**config.mk**
```make
export PLATFORM = sky130hd
export DESIGN_NAME = ecall_handler
export DESIGN_NICKNAME = d
export VERILOG_FILES = /design/src/rtl/ecall_handler.sv
export SDC_FILE = /design/constraint.sdc
export NUM_CORES = 1
export LEC_CHECK = 0
export CORE_AREA = 5 5 114 89
export CTS_BUF_LIST = sky130_fd_sc_hd__clkbuf_2 sky130_fd_sc_hd__clkbuf_4 sky130_fd_sc_hd__clkbuf_8
export DETAILED_ROUTE_END_ITERATION = 8
export DIE_AREA = 0 0 119 94
export MAX_ROUTING_LAYER = met4
export PLACE_DENSITY = 0.83
export SLEW_MARGIN = 25
export SYNTH_ARGS = -nofsm -noshare
export SYNTH_HDL_FRONTEND = slang
export SYNTH_SLANG_ARGS = --single-unit
```
**constraint.sdc**
```tcl
create_clock -name clk -period 1.9 [get_ports clk]
set_input_delay 0.38 -clock clk [delete_from_list [all_inputs] [get_ports clk]]
set_output_delay 0.38 -clock clk [all_outputs]
set_load 0.05 [all_outputs]
```
**src/rtl/ecall_handler.sv**
```systemverilog
// RISC-V ecall service unit: conditions board inputs, runs print/read/exit services
// and holds the pipeline in stall until the service completes.
module ecall_handler #(
    parameter int SW_W            = 16,
    parameter int DEBOUNCE_CYCLES = 20
) (
    input  logic            clk,
    input  logic            reset,
    input  logic            ecall_valid,
    input  logic [31:0]     a7,
    input  logic [31:0]     a0,
    input  logic [SW_W-1:0] sw,
    input  logic            btn_confirm,
    output logic            stall,
    output logic [31:0]     ecall_wdata,
    output logic            ecall_wen,
    output logic [31:0]     seg_value,
    output logic            seg_valid,
    output logic            waiting,
    output logic            halted
);

    localparam int CNT_W = (DEBOUNCE_CYCLES > 1) ? $clog2(DEBOUNCE_CYCLES) : 1;
    localparam logic [CNT_W-1:0] CNT_MAX = CNT_W'(DEBOUNCE_CYCLES - 1);

    localparam logic [2:0] S_IDLE         = 3'd0;
    localparam logic [2:0] S_WAIT_PRESS   = 3'd1;
    localparam logic [2:0] S_WAIT_RELEASE = 3'd2;
    localparam logic [2:0] S_DONE         = 3'd3;
    localparam logic [2:0] S_HALT         = 3'd4;

    localparam logic [7:0] SVC_PRINT   = 8'd1;
    localparam logic [7:0] SVC_CONFIRM = 8'd4;
    localparam logic [7:0] SVC_READ    = 8'd5;
    localparam logic [7:0] SVC_EXIT    = 8'd10;

    function automatic logic [31:0] sext_sw(input logic [SW_W-1:0] v);
        return 32'($signed(v));
    endfunction

    logic            btn_sync1_r, btn_sync2_r;
    logic [SW_W-1:0] sw_sync1_r, sw_sync2_r;
    logic            db_level_r;
    logic [CNT_W-1:0] db_cnt_r;
    logic [2:0]      state_r, state_next_s;
    logic [7:0]      svc_r;
    logic [31:0]     ecall_wdata_r, seg_value_r;
    logic            ecall_wen_r, seg_valid_r;
    logic            db_diff_s, db_flip_s, press_s, release_s;
    logic            accept_s, unused_a7_s;

    assign unused_a7_s = ^a7[31:8];
    assign accept_s    = (state_r == S_IDLE) && ecall_valid;

    // Two-flop synchronizers for the asynchronous board inputs
    always_ff @(posedge clk or negedge reset) begin
        if (!reset) begin
            btn_sync1_r <= 1'b0;
            btn_sync2_r <= 1'b0;
            sw_sync1_r  <= '0;
            sw_sync2_r  <= '0;
        end else begin
            btn_sync1_r <= btn_confirm;
            btn_sync2_r <= btn_sync1_r;
            sw_sync1_r  <= sw;
            sw_sync2_r  <= sw_sync1_r;
        end
    end

    assign db_diff_s = btn_sync2_r ^ db_level_r;
    assign db_flip_s = db_diff_s && (db_cnt_r == CNT_MAX);
    assign press_s   = db_flip_s && !db_level_r;
    assign release_s = db_flip_s && db_level_r;

    // Debounce: level flips only after DEBOUNCE_CYCLES consecutive differing samples
    always_ff @(posedge clk or negedge reset) begin
        if (!reset) begin
            db_level_r <= 1'b0;
            db_cnt_r   <= '0;
        end else if (!db_diff_s) begin
            db_cnt_r   <= '0;
        end else if (db_cnt_r == CNT_MAX) begin
            db_level_r <= ~db_level_r;
            db_cnt_r   <= '0;
        end else begin
            db_cnt_r   <= db_cnt_r + CNT_W'(1);
        end
    end

    // Next-state logic; a dropped ecall_valid during a wait is a pipeline flush
    always_comb begin
        state_next_s = state_r;
        case (state_r)
            S_IDLE: begin
                if (ecall_valid) begin
                    case (a7[7:0])
                        SVC_CONFIRM, SVC_READ: state_next_s = S_WAIT_PRESS;
                        SVC_EXIT:              state_next_s = S_HALT;
                        default:               state_next_s = S_DONE;
                    endcase
                end else begin
                    state_next_s = S_IDLE;
                end
            end
            S_WAIT_PRESS: begin
                if (!ecall_valid)  state_next_s = S_IDLE;
                else if (press_s)  state_next_s = S_WAIT_RELEASE;
                else               state_next_s = S_WAIT_PRESS;
            end
            S_WAIT_RELEASE: begin
                if (!ecall_valid)   state_next_s = S_IDLE;
                else if (release_s) state_next_s = S_DONE;
                else                state_next_s = S_WAIT_RELEASE;
            end
            S_DONE:  state_next_s = S_IDLE;
            S_HALT:  state_next_s = S_HALT;
            default: state_next_s = S_IDLE;
        endcase
    end

    // State and latched service code
    always_ff @(posedge clk or negedge reset) begin
        if (!reset) begin
            state_r <= S_IDLE;
            svc_r   <= 8'd0;
        end else begin
            state_r <= state_next_s;
            if (accept_s) svc_r <= a7[7:0];
        end
    end

    // Registered service outputs: display, read value and writeback strobe
    always_ff @(posedge clk or negedge reset) begin
        if (!reset) begin
            seg_value_r   <= 32'd0;
            seg_valid_r   <= 1'b0;
            ecall_wdata_r <= 32'd0;
            ecall_wen_r   <= 1'b0;
        end else begin
            ecall_wen_r <= (state_r == S_WAIT_RELEASE) && ecall_valid && release_s
                           && (svc_r == SVC_READ);
            if (accept_s && ((a7[7:0] == SVC_PRINT) || (a7[7:0] == SVC_CONFIRM))) begin
                seg_value_r <= a0;
                seg_valid_r <= 1'b1;
            end
            if ((state_r == S_WAIT_PRESS) && ecall_valid && press_s && (svc_r == SVC_READ)) begin
                ecall_wdata_r <= sext_sw(sw_sync2_r);
            end
        end
    end

    // Pipeline stall, forced low while reset is held
    always_comb begin
        stall = 1'b0;
        if (!reset) begin
            stall = 1'b0;
        end else begin
            case (state_r)
                S_IDLE:                               stall = ecall_valid;
                S_WAIT_PRESS, S_WAIT_RELEASE, S_HALT: stall = 1'b1;
                default:                              stall = 1'b0;
            endcase
        end
    end

    assign waiting     = (state_r == S_WAIT_PRESS) || (state_r == S_WAIT_RELEASE);
    assign halted      = (state_r == S_HALT);
    assign ecall_wdata = ecall_wdata_r;
    assign ecall_wen   = ecall_wen_r;
    assign seg_value   = seg_value_r;
    assign seg_valid   = seg_valid_r;

endmodule

```
==> results of run 1 <==
[report_power, final]
part	internal [µW]	leakage (µW)	switching, µW
combinational	306	0.00146	306
sequential	2270	0.00130	71.4
clock	524	0.000103	810
total	3100	0.00286	1190
[worst paths after layout]
check,slack [ps],endpoint
hold / removal,50,btn_sync1_r
max in group asynchronous,1420,state_r[1]
setup / recovery,-50,stall
hold reg to reg,350,sw_sync2_r[8]
setup reg to reg,30,ecall_wdata[7]
min in group clk,350,sw_sync2_r[8]
[routing by layer]
layer	vias up	global-route usage
met5	-	-
met4	0	0.0501
met3	10	0.0524
met2	92	0.229
met1	1123	0.186
li1	1062	-
[state kept, by name, summed over array words and instances (netlist names)]
signal and cells:
seg_value 32, sw_sync1_r 16, db_cnt_r 5, svc_r 8
ecall_wdata 16, seg_valid 1, sw_sync2_r 16, btn_sync2_r 1
ecall_wen 1, db_level_r 1, state_r 3, btn_sync1_r 1
[metrics by stage]
stage / TNS, ps / hold WS, ps / power (µW) / instance area [µm²]
3_3_place_gp: -7520 / 332 / 2960 / 5460
2_1_floorplan: 0 / 84.4 / 2660 / 3920
6_report: -46.0 / 45.9 / 4280 / 5770
3_5_place_dp: -7360 / 335 / 2980 / 5460
5_1_grt: -535 / 94.9 / 4490 / 5770
4_1_cts: -80.7 / 80.4 / 4350 / 5700
[cell type report]
| cell class | count | area [µm²] | area share |
|---|---|---|---|
| sequential | 101 | 2530 | 0.438 |
| inverter | 2 | 7.51 | 0.00130 |
| timing repair buffer | 148 | 1640 | 0.285 |
| tap | 112 | 140 | 0.0243 |
| multi-input combinational | 107 | 1250 | 0.217 |
| clock buffer | 9 | 124 | 0.0215 |
| clock inverter | 7 | 76.3 | 0.0132 |
[placed cells by master, fill, tap and decap left out, drive strengths merged]
master           n
clkdlybuf4s50   58
dlygate4sd2     39
nor3b            3
o21bai           1
o41ai            1
nand2b           4
nor4b            2
or4              1
nor2             7
nand4b           1
xnor2            1
o31a             1
nor4bb           1
nor2b            1
xor2             4
buf             50
nand4bb          1
mux2            56
inv              6
dfrtp          101
clkinv           3
nand3            5
nor3             2
nand2            3
o21ai            1
a21oi            3
ha               1
a311oi           1
and4bb           1
o21a             1
a21boi           1
nand4            1
nor4             2
clkbuf          10
[cells by family after synthesis]
logic type,Yosys count,synth area share
flip-flops,101,0.648
multiplexers,56,0.199
AND/OR/NAND/NOR,35,0.0726
buffers and inverters,24,0.0475
AO/OA/AOI/OAI,10,0.0177
XOR/XNOR,5,0.0112
adder cells (fa/ha/maj),1,0.00321
[repair_timing]
| item | CTS | global route |
|---|---|---|
| cloned | 0 | 1 |
| setup endpoints to repair | 41 | 8 |
| hold buffers | 0 | 0 |
| gates resized for setup | 44 | 9 |
| setup buffers | 8 | 2 |
| pin swaps | 2 | 6 |
| endpoints found under the hold margin | 0 | 0 |
==> impl_metrics.py, run 1 <==
metrics = {
    "outcome": {
        "outcome": "finished with violations",
        "violations": "setup timing",
    },
    "clock_network": {
        "worstSkewPairLatency_ps": 370,
        "clk_pin_slew_ps": 100,
        "htreeDepth": 3,
        "cts.sinks": 101,
        "root_buffer": "clkbuf_8",
        "clockBufferDepth": 2,
        "cts_tree": "yes",
        "cts-buffers-inserted": 9,
    },
    "yosys": {
        "yosysUniqueCellTypes": 38,
        "synth_seq_cells": 101,
        "syn_area_um2": 3900,
        "yosysMostFrequentCell": "dfrtp_1",
        "yosys_warnings": 0,
        "yosysSeqAreaShare": 0.648,
        "ys_top_cells_by_area": "dfrtp_1 (65%), mux2_4 (15%), mux2_2 (4.9%)",
        "synthCells": 232,
        "synth_edf_count": 0,
        "yosys.area.top_type": "dfrtp_1",
        "ys_top_cells_by_count": "dfrtp_1 (101), mux2_4 (39), buf_4 (17), mux2_2 (17), nor2_1 (6)",
        "ys_async_sr_fraction": 1.00,
        "yosys.area.top_type_share": 0.648,
        "synth.net_count": 317,
        "syn_area_per_cell_um2": 16.8,
        "synth_ff_type": "dfrtp_1",
    },
    "setup_path": {
        "cp_slowest_stage_delay_ps": 410,
        "r2r_start": "state_r[1]",
        "start_kind": "input port",
        "worst_ep_arrival_time_ps": 1570,
        "crit_cells": 5,
        "setup.worst_path.end_class": "output pin",
        "cp_top_family": "buffers and inverters",
        "worstRegToRegCells": 7,
        "cp_slowest_cell": "clkdlybuf4s50_1",
        "startpoint": "ecall_valid",
        "critical_path_class": "in2out",
        "cp_max_fo": 2,
        "critPathBufInv": 2,
        "worstPathCellList": "clkdlybuf4s50_1 -> nor2b_4 -> nor3b_4 -> o31a_2 -> buf_12",
        "required_ps": 1520,
    },
    "drt": {
        "routed_wl_um": 8050,
        "ant_nets": 0,
        "remaining_drc_errors": 0,
        "viasPerCell": 4.71,
        "routedWlPerCell_um": 16.6,
        "dr.max_layer_used": "met4",
        "wl_met2_um": 3950,
        "drt_pass1_iterations": 4,
        "vias": 2287,
        "routed-wl-met3_um": 525,
        "drt_iter0_markers": 121,
        "m1WireLength_um": 3470,
    },
    "power": {
        "total_leakage_power_uw": 0.00286,
        "power_density_nw_per_um2": 742,
        "max-vdd-ir-drop_v": 0.000431,
    },
    "final_layout": {
        "drive_gt1_frac": 0.372,
        "area_delta_synth_final_pct": 48.2,
        "n_fill_cell": 666,
        "fin_util": 0.652,
        "antennaDiodeCount": 0,
        "nets": 454,
        "fin_cells": 486,
    },
    "timing": {
        "hold_viol": 0,
        "period_share": 1.02,
        "setup_slack_ps": -46.0,
        "fmax_mhz": 514,
        "report.final.setup_viol": 1,
        "report.final.slew_viol_count": 0,
        "maxSlewHeadroom": 0.644,
        "tightest_slew_ps": 534,
        "finClkSkew_ps": 10.2,
        "grt_setup_unrepaired": "true",
        "post-route-min-period_ps": 1950,
    },
    "die": {
        "rows": 30,
        "start_util": 0.440,
        "die_y_um": 94,
        "dieArea_um2": 11200,
        "num_io_pins": 153,
        "core_area_um2": 8860,
        "fp.dieW_um": 119,
    },
    "global_routing": {
        "grt_pass1_wl_um": 12700,
        "grt_max_degree": 102,
        "grt.total_usage": 0.149,
        "gr-total-overflow": 0,
        "grt_pass1_vias": 2587,
        "grt_antenna_before_repair": 0,
    },
    "placement": {
        "post-place-ws_ps": -173,
        "dpl.cell_count": 459,
        "dp_hpwl_um": 5540,
        "portBuffers": 128,
        "gp_congestion": 0.809,
    },
    "worst_hold_path": {
        "hold_path_class": "in2async",
    },
    "flow_run": {
        "drv_cap": 0,
    },
}
(Power assumes the default switching activity.)
==> inputs of run 2 (changes only) <==
==> constraint.sdc (replaced) <==
create_clock -name clk -period 1.9 [get_ports clk]
set_input_delay 0.57 -clock clk [delete_from_list [all_inputs] [get_ports clk]]
set_output_delay 0.57 -clock clk [all_outputs]
set_load 0.05 [all_outputs]
==> impl_metrics.py, run 2 (same netlist as run 1, synthesis figures left out) <==
metrics = {
    "outcome": {
        "outcome": "finished with violations",
        "violations": "setup timing",
    },
    "placement": {
        "place_area_um2": 5430,
        "portBuffers": 128,
        "dp_hpwl_um": 5610,
        "post-place-ws_ps": -421,
        "gp_congestion": 0.755,
    },
    "clock_network": {
        "cts-buffers-inserted": 9,
        "cts.sinks": 101,
        "clockBufferDepth": 2,
        "clk_pin_slew_ps": 110,
        "hold_buffers": 0,
        "worstSkewPairLatency_ps": 370,
        "root_buffer": "clkbuf_8",
        "cts_tree": "yes",
        "htreeDepth": 3,
    },
    "flow_run": {
        "drv_cap": 0,
    },
    "power": {
        "max-vdd-ir-drop_v": 0.000386,
        "netSwitchingFraction": 0.277,
        "pwr-share-comb": 0.144,
        "power_density_nw_per_um2": 755,
        "clkPwrFrac": 0.313,
        "intPower_uw": 3110,
        "p_seq_frac": 0.543,
        "total_power_uw": 4300,
        "total_leakage_power_uw": 0.00275,
        "power_switching_uw": 1190,
    },
    "die": {
        "fp.dieW_um": 119,
        "core_area_um2": 8860,
        "dieArea_um2": 11200,
        "rows": 30,
        "start_util": 0.440,
        "die_y_um": 94,
        "num_io_pins": 153,
    },
    "final_layout": {
        "nets": 456,
        "final_common_cell": "dfrtp_1",
        "largest_reg_flops": 32,
        "drive_gt1_frac": 0.479,
        "antennaDiodeCount": 0,
        "fin_area_um2": 5700,
        "area_delta_synth_final_pct": 46.2,
        "final_cell_mix": "dfrtp_1 (98), buf_4 (65), clkdlybuf4s50_1 (57), mux2_4 (39), buf_12 (24)",
    },
    "drt": {
        "routedWlPerCell_um": 15.8,
        "ant_nets": 0,
        "viasPerCell": 4.66,
        "drt_pass1_iterations": 4,
        "remaining_drc_errors": 0,
        "routed_wl_um": 7730,
        "drt_iter0_markers": 79,
        "vias": 2273,
    },
    "setup_path": {
        "critical_path_class": "reg2out",
        "cp_max_fo": 5,
        "cp_slowest_stage_delay_ps": 460,
        "r2r_start": "state_r[0]",
        "worstPathCellList": "buf_6 -> nor3b_4 -> o31a_4 -> buf_12",
        "critPathBufInv": 2,
        "setup.worst_path.end_class": "output pin",
        "cp_slowest_cell": "dfrtp_2",
        "startpoint": "state_r[0]",
        "worst_ep_arrival_time_ps": 1500,
        "cp_top_family": "flip-flops",
        "start_kind": "register",
        "required_ps": 1330,
    },
    "global_routing": {
        "grt_antenna_before_repair": 0,
        "grt_pass1_wl_um": 12700,
        "grt.total_usage": 0.149,
        "gr-total-overflow": 0,
        "grt_max_degree": 102,
        "grt_pass1_vias": 2480,
    },
    "worst_hold_path": {
        "hold_path_class": "in2async",
    },
    "timing": {
        "post-route-min-period_ps": 2070,
        "fmax_mhz": 482,
        "setup_slack_ps": -173,
        "tightest_slew_ps": 515,
        "report.final.setup_viol": 3,
        "finalHoldWorstSlack_ps": 275,
        "maxSlewHeadroom": 0.657,
        "hold_viol": 0,
        "finClkSkew_ps": 16.2,
        "period_share": 1.09,
        "report.final.slew_viol_count": 0,
        "grt_setup_unrepaired": "true",
    },
}
-- run 2: cell types whose count changed in the layout (fill, tap and decap cells not counted), sizes merged --
cell / before / now
clkdlybuf4s15: 0 / 1
clkinv: 3 / 4
dlygate4sd2: 39 / 0
clkdlybuf4s50: 58 / 57
buf: 50 / 92
clkbuf: 10 / 9
inv: 6 / 5
-- run 2: repair_timing --
item	4_1_cts	5_1_grt
setup endpoints to repair	3	16
buffers inserted	4	1
resized for setup	6	3
pin swaps	3	2
-- run 2: power by group through the flow --
stage                     clock (µW)  sequential [µW]  combinational [µW]
after global placement             0             2370                 600
after CTS                       1400             2340                 622
after detailed placement           0             2380                 612
after floorplan                    0             2490                 176
final                           1350             2340                 620
after global routing            1510             2350                 659
-- run 2: per-layer routing --
layer,wire [µm],vias up,GRT usage
li1,-,1067,-
met1,3570,1089,0.197
met2,3460,102,0.214
met3,580,15,0.0536
met4,116,0,0.0511
met5,0,-,-
-- run 2: cell type report --
cell class                 instances  area, µm²
tap                              112        140
clock buffer                       9        124
inverter                           2       7.51
multi-input combinational        107       1230
fill                             646       3160
timing repair buffer             150       1580
clock inverter                     7       86.3
sequential                       101       2530
-- run 2: stage by stage --
stage	setup TNS [ps]	util	std cells
2_1_floorplan	-25.3	-	232
3_3_place_gp	-17880	0.613	467
3_5_place_dp	-18510	0.613	467
4_1_cts	-455	0.641	487
5_1_grt	-649	0.643	488
6_report	-462	0.643	488
-- run 2: final timing paths --
| check | to | depth (start not counted) | slack, ps |
|---|---|---|---|
| setup / recovery | stall | 4 | -170 |
| hold / removal | svc_r[6] | 2 | 280 |
| setup reg to reg | seg_value[13] | 7 | 80 |
| hold reg to reg | sw_sync2_r[3] | 0 | 350 |
| max in group asynchronous | sw_sync2_r[0] | 2 | 1230 |
| min in group clk | sw_sync2_r[3] | 0 | 350 |
==> inputs of run 3 (changes only) <==
==> constraint.sdc (replaced) <==
create_clock -name clk -period 1.9 [get_ports clk]
set_input_delay 0.19 -clock clk [delete_from_list [all_inputs] [get_ports clk]]
set_output_delay 0.19 -clock clk [all_outputs]
set_load 0.05 [all_outputs]
==> impl_metrics.py, run 3 (same netlist as run 1, synthesis figures left out) <==
metrics = {
    "worst_hold_path": {
        "hp-start": "sw[11]",
        "hold_path_class": "in2reg",
    },
    "timing": {
        "finalHoldWorstSlack_ps": 259,
        "fmax_mhz": 547,
        "period_share": 0.963,
        "report.final.slew_viol_count": 0,
        "setup_slack_ps": 71.0,
        "finClkSkew_ps": 10.0,
        "maxSlewHeadroom": 0.639,
        "grt_setup_unrepaired": "true",
        "report.final.setup_viol": 0,
        "post-route-min-period_ps": 1830,
        "hold_viol": 0,
        "tightest_slew_ps": 541,
    },
    "die": {
        "dieArea_um2": 11200,
        "fp.dieW_um": 119,
        "core_area_um2": 8860,
        "start_util": 0.440,
        "rows": 30,
        "die_y_um": 94,
        "num_io_pins": 153,
    },
    "clock_network": {
        "root_buffer": "clkbuf_8",
        "cts-buffers-inserted": 9,
        "htreeDepth": 3,
        "cts_tree": "yes",
        "worstSkewPairLatency_ps": 360,
        "clk_pin_slew_ps": 100,
        "cts.sinks": 101,
        "clockBufferDepth": 2,
    },
    "final_layout": {
        "drive_gt1_frac": 0.326,
        "final_common_cell": "clkdlybuf4s50_1",
        "fin_area_um2": 5490,
        "antennaDiodeCount": 0,
        "largest_reg_flops": 32,
        "area_delta_synth_final_pct": 40.8,
        "n_fill_cell": 674,
        "fin_util": 0.619,
        "final_cell_mix": "clkdlybuf4s50_1 (107), dfrtp_1 (99), mux2_4 (39), buf_4 (27), mux2_2 (17)",
        "nets": 448,
    },
    "setup_path": {
        "critPathBufInv": 2,
        "critical_path_class": "reg2out",
        "cp_max_fo": 5,
        "cp_slowest_cell": "dfrtp_2",
        "worstPathCellList": "buf_6 -> nand2b_1 -> a21oi_2 -> o31a_1 -> buf_12",
        "startpoint": "state_r[0]",
        "r2r_start": "db_cnt_r[0]",
        "setup.worst_path.end_class": "output pin",
        "worst_ep_arrival_time_ps": 1640,
        "start_kind": "register",
        "cp_top_family": "flip-flops",
        "cp_slowest_stage_delay_ps": 470,
        "required_ps": 1710,
    },
    "drt": {
        "drt_pass1_iterations": 3,
        "ant_nets": 0,
        "drt_iter0_markers": 117,
        "routed_wl_um": 7820,
        "viasPerCell": 4.75,
        "routedWlPerCell_um": 16.3,
        "remaining_drc_errors": 0,
        "vias": 2279,
    },
    "flow_run": {
        "drv_cap": 0,
    },
    "global_routing": {
        "grt_max_degree": 102,
        "grt_antenna_before_repair": 0,
        "grt_pass1_wl_um": 12900,
        "grt.total_usage": 0.152,
        "gr-total-overflow": 0,
        "grt_pass1_vias": 2540,
    },
    "power": {
        "max-vdd-ir-drop_v": 0.000495,
        "power_density_nw_per_um2": 775,
        "total_leakage_power_uw": 0.00255,
    },
    "placement": {
        "place_area_um2": 5210,
        "gp_congestion": 0.771,
        "post-place-ws_ps": 19.1,
        "portBuffers": 128,
        "dp_hpwl_um": 5580,
    },
    "outcome": {
        "outcome": "completed",
    },
}
-- run 3: path summary, 6_finish.rpt --
kind                                    to  slack, ps  cells past startpoint
max in group asynchronous   sw_sync2_r[13]       1040                      3
min in group asynchronous       state_r[2]        410                      3
min                         sw_sync1_r[11]        260                      1
max reg2reg                ecall_wdata[14]        100                      6
max                                  stall         70                      5
min reg2reg                 sw_sync2_r[10]        360                      0
-- run 3: final cells by class --
class | instances | area [µm²] | area share
Sequential cell | 101 | 2530 | 0.461
Clock buffer | 9 | 124 | 0.0226
Multi-Input combinational cell | 107 | 1210 | 0.220
Tap cell | 112 | 140 | 0.0255
Timing Repair Buffer | 142 | 1410 | 0.256
Inverter | 2 | 7.51 | 0.00137
Clock inverter | 7 | 70.1 | 0.0128
-- run 3: power by group --
part	leakage [µW]	switching [µW]	internal (µW)
logic	0.00115	299	317
registers	0.00130	73.9	2270
clock network	0.0000951	788	510
total	0.00255	1160	3090
-- run 3: timing repair --
action	CTS	global route
setup endpoints to repair	1	5
endpoints found under the hold margin	101	0
gates resized for setup	2	4
hold buffers	1	0
setup buffers	3	4
pin swaps	1	2
-- run 3: per-stage QoR --
step / power, µW / std cells / setup TNS [ps]
6_report: 4250 / 480 / 0
5_1_grt: 4460 / 480 / -22.0
4_1_cts: 4310 / 476 / 0
3_5_place_dp: 2980 / 456 / 0
3_3_place_gp: 2960 / 456 / 0
2_1_floorplan: 2660 / 232 / 0
-- run 3: routing by layer --
metal,wire length (µm),vias up,track usage,share of wire
met4,110,0,0.0521,0.014
met3,409,8,0.0439,0.052
met5,0,-,-,0
met2,3900,78,0.237,0.50
li1,-,1049,-,-
met1,3400,1144,0.191,0.43
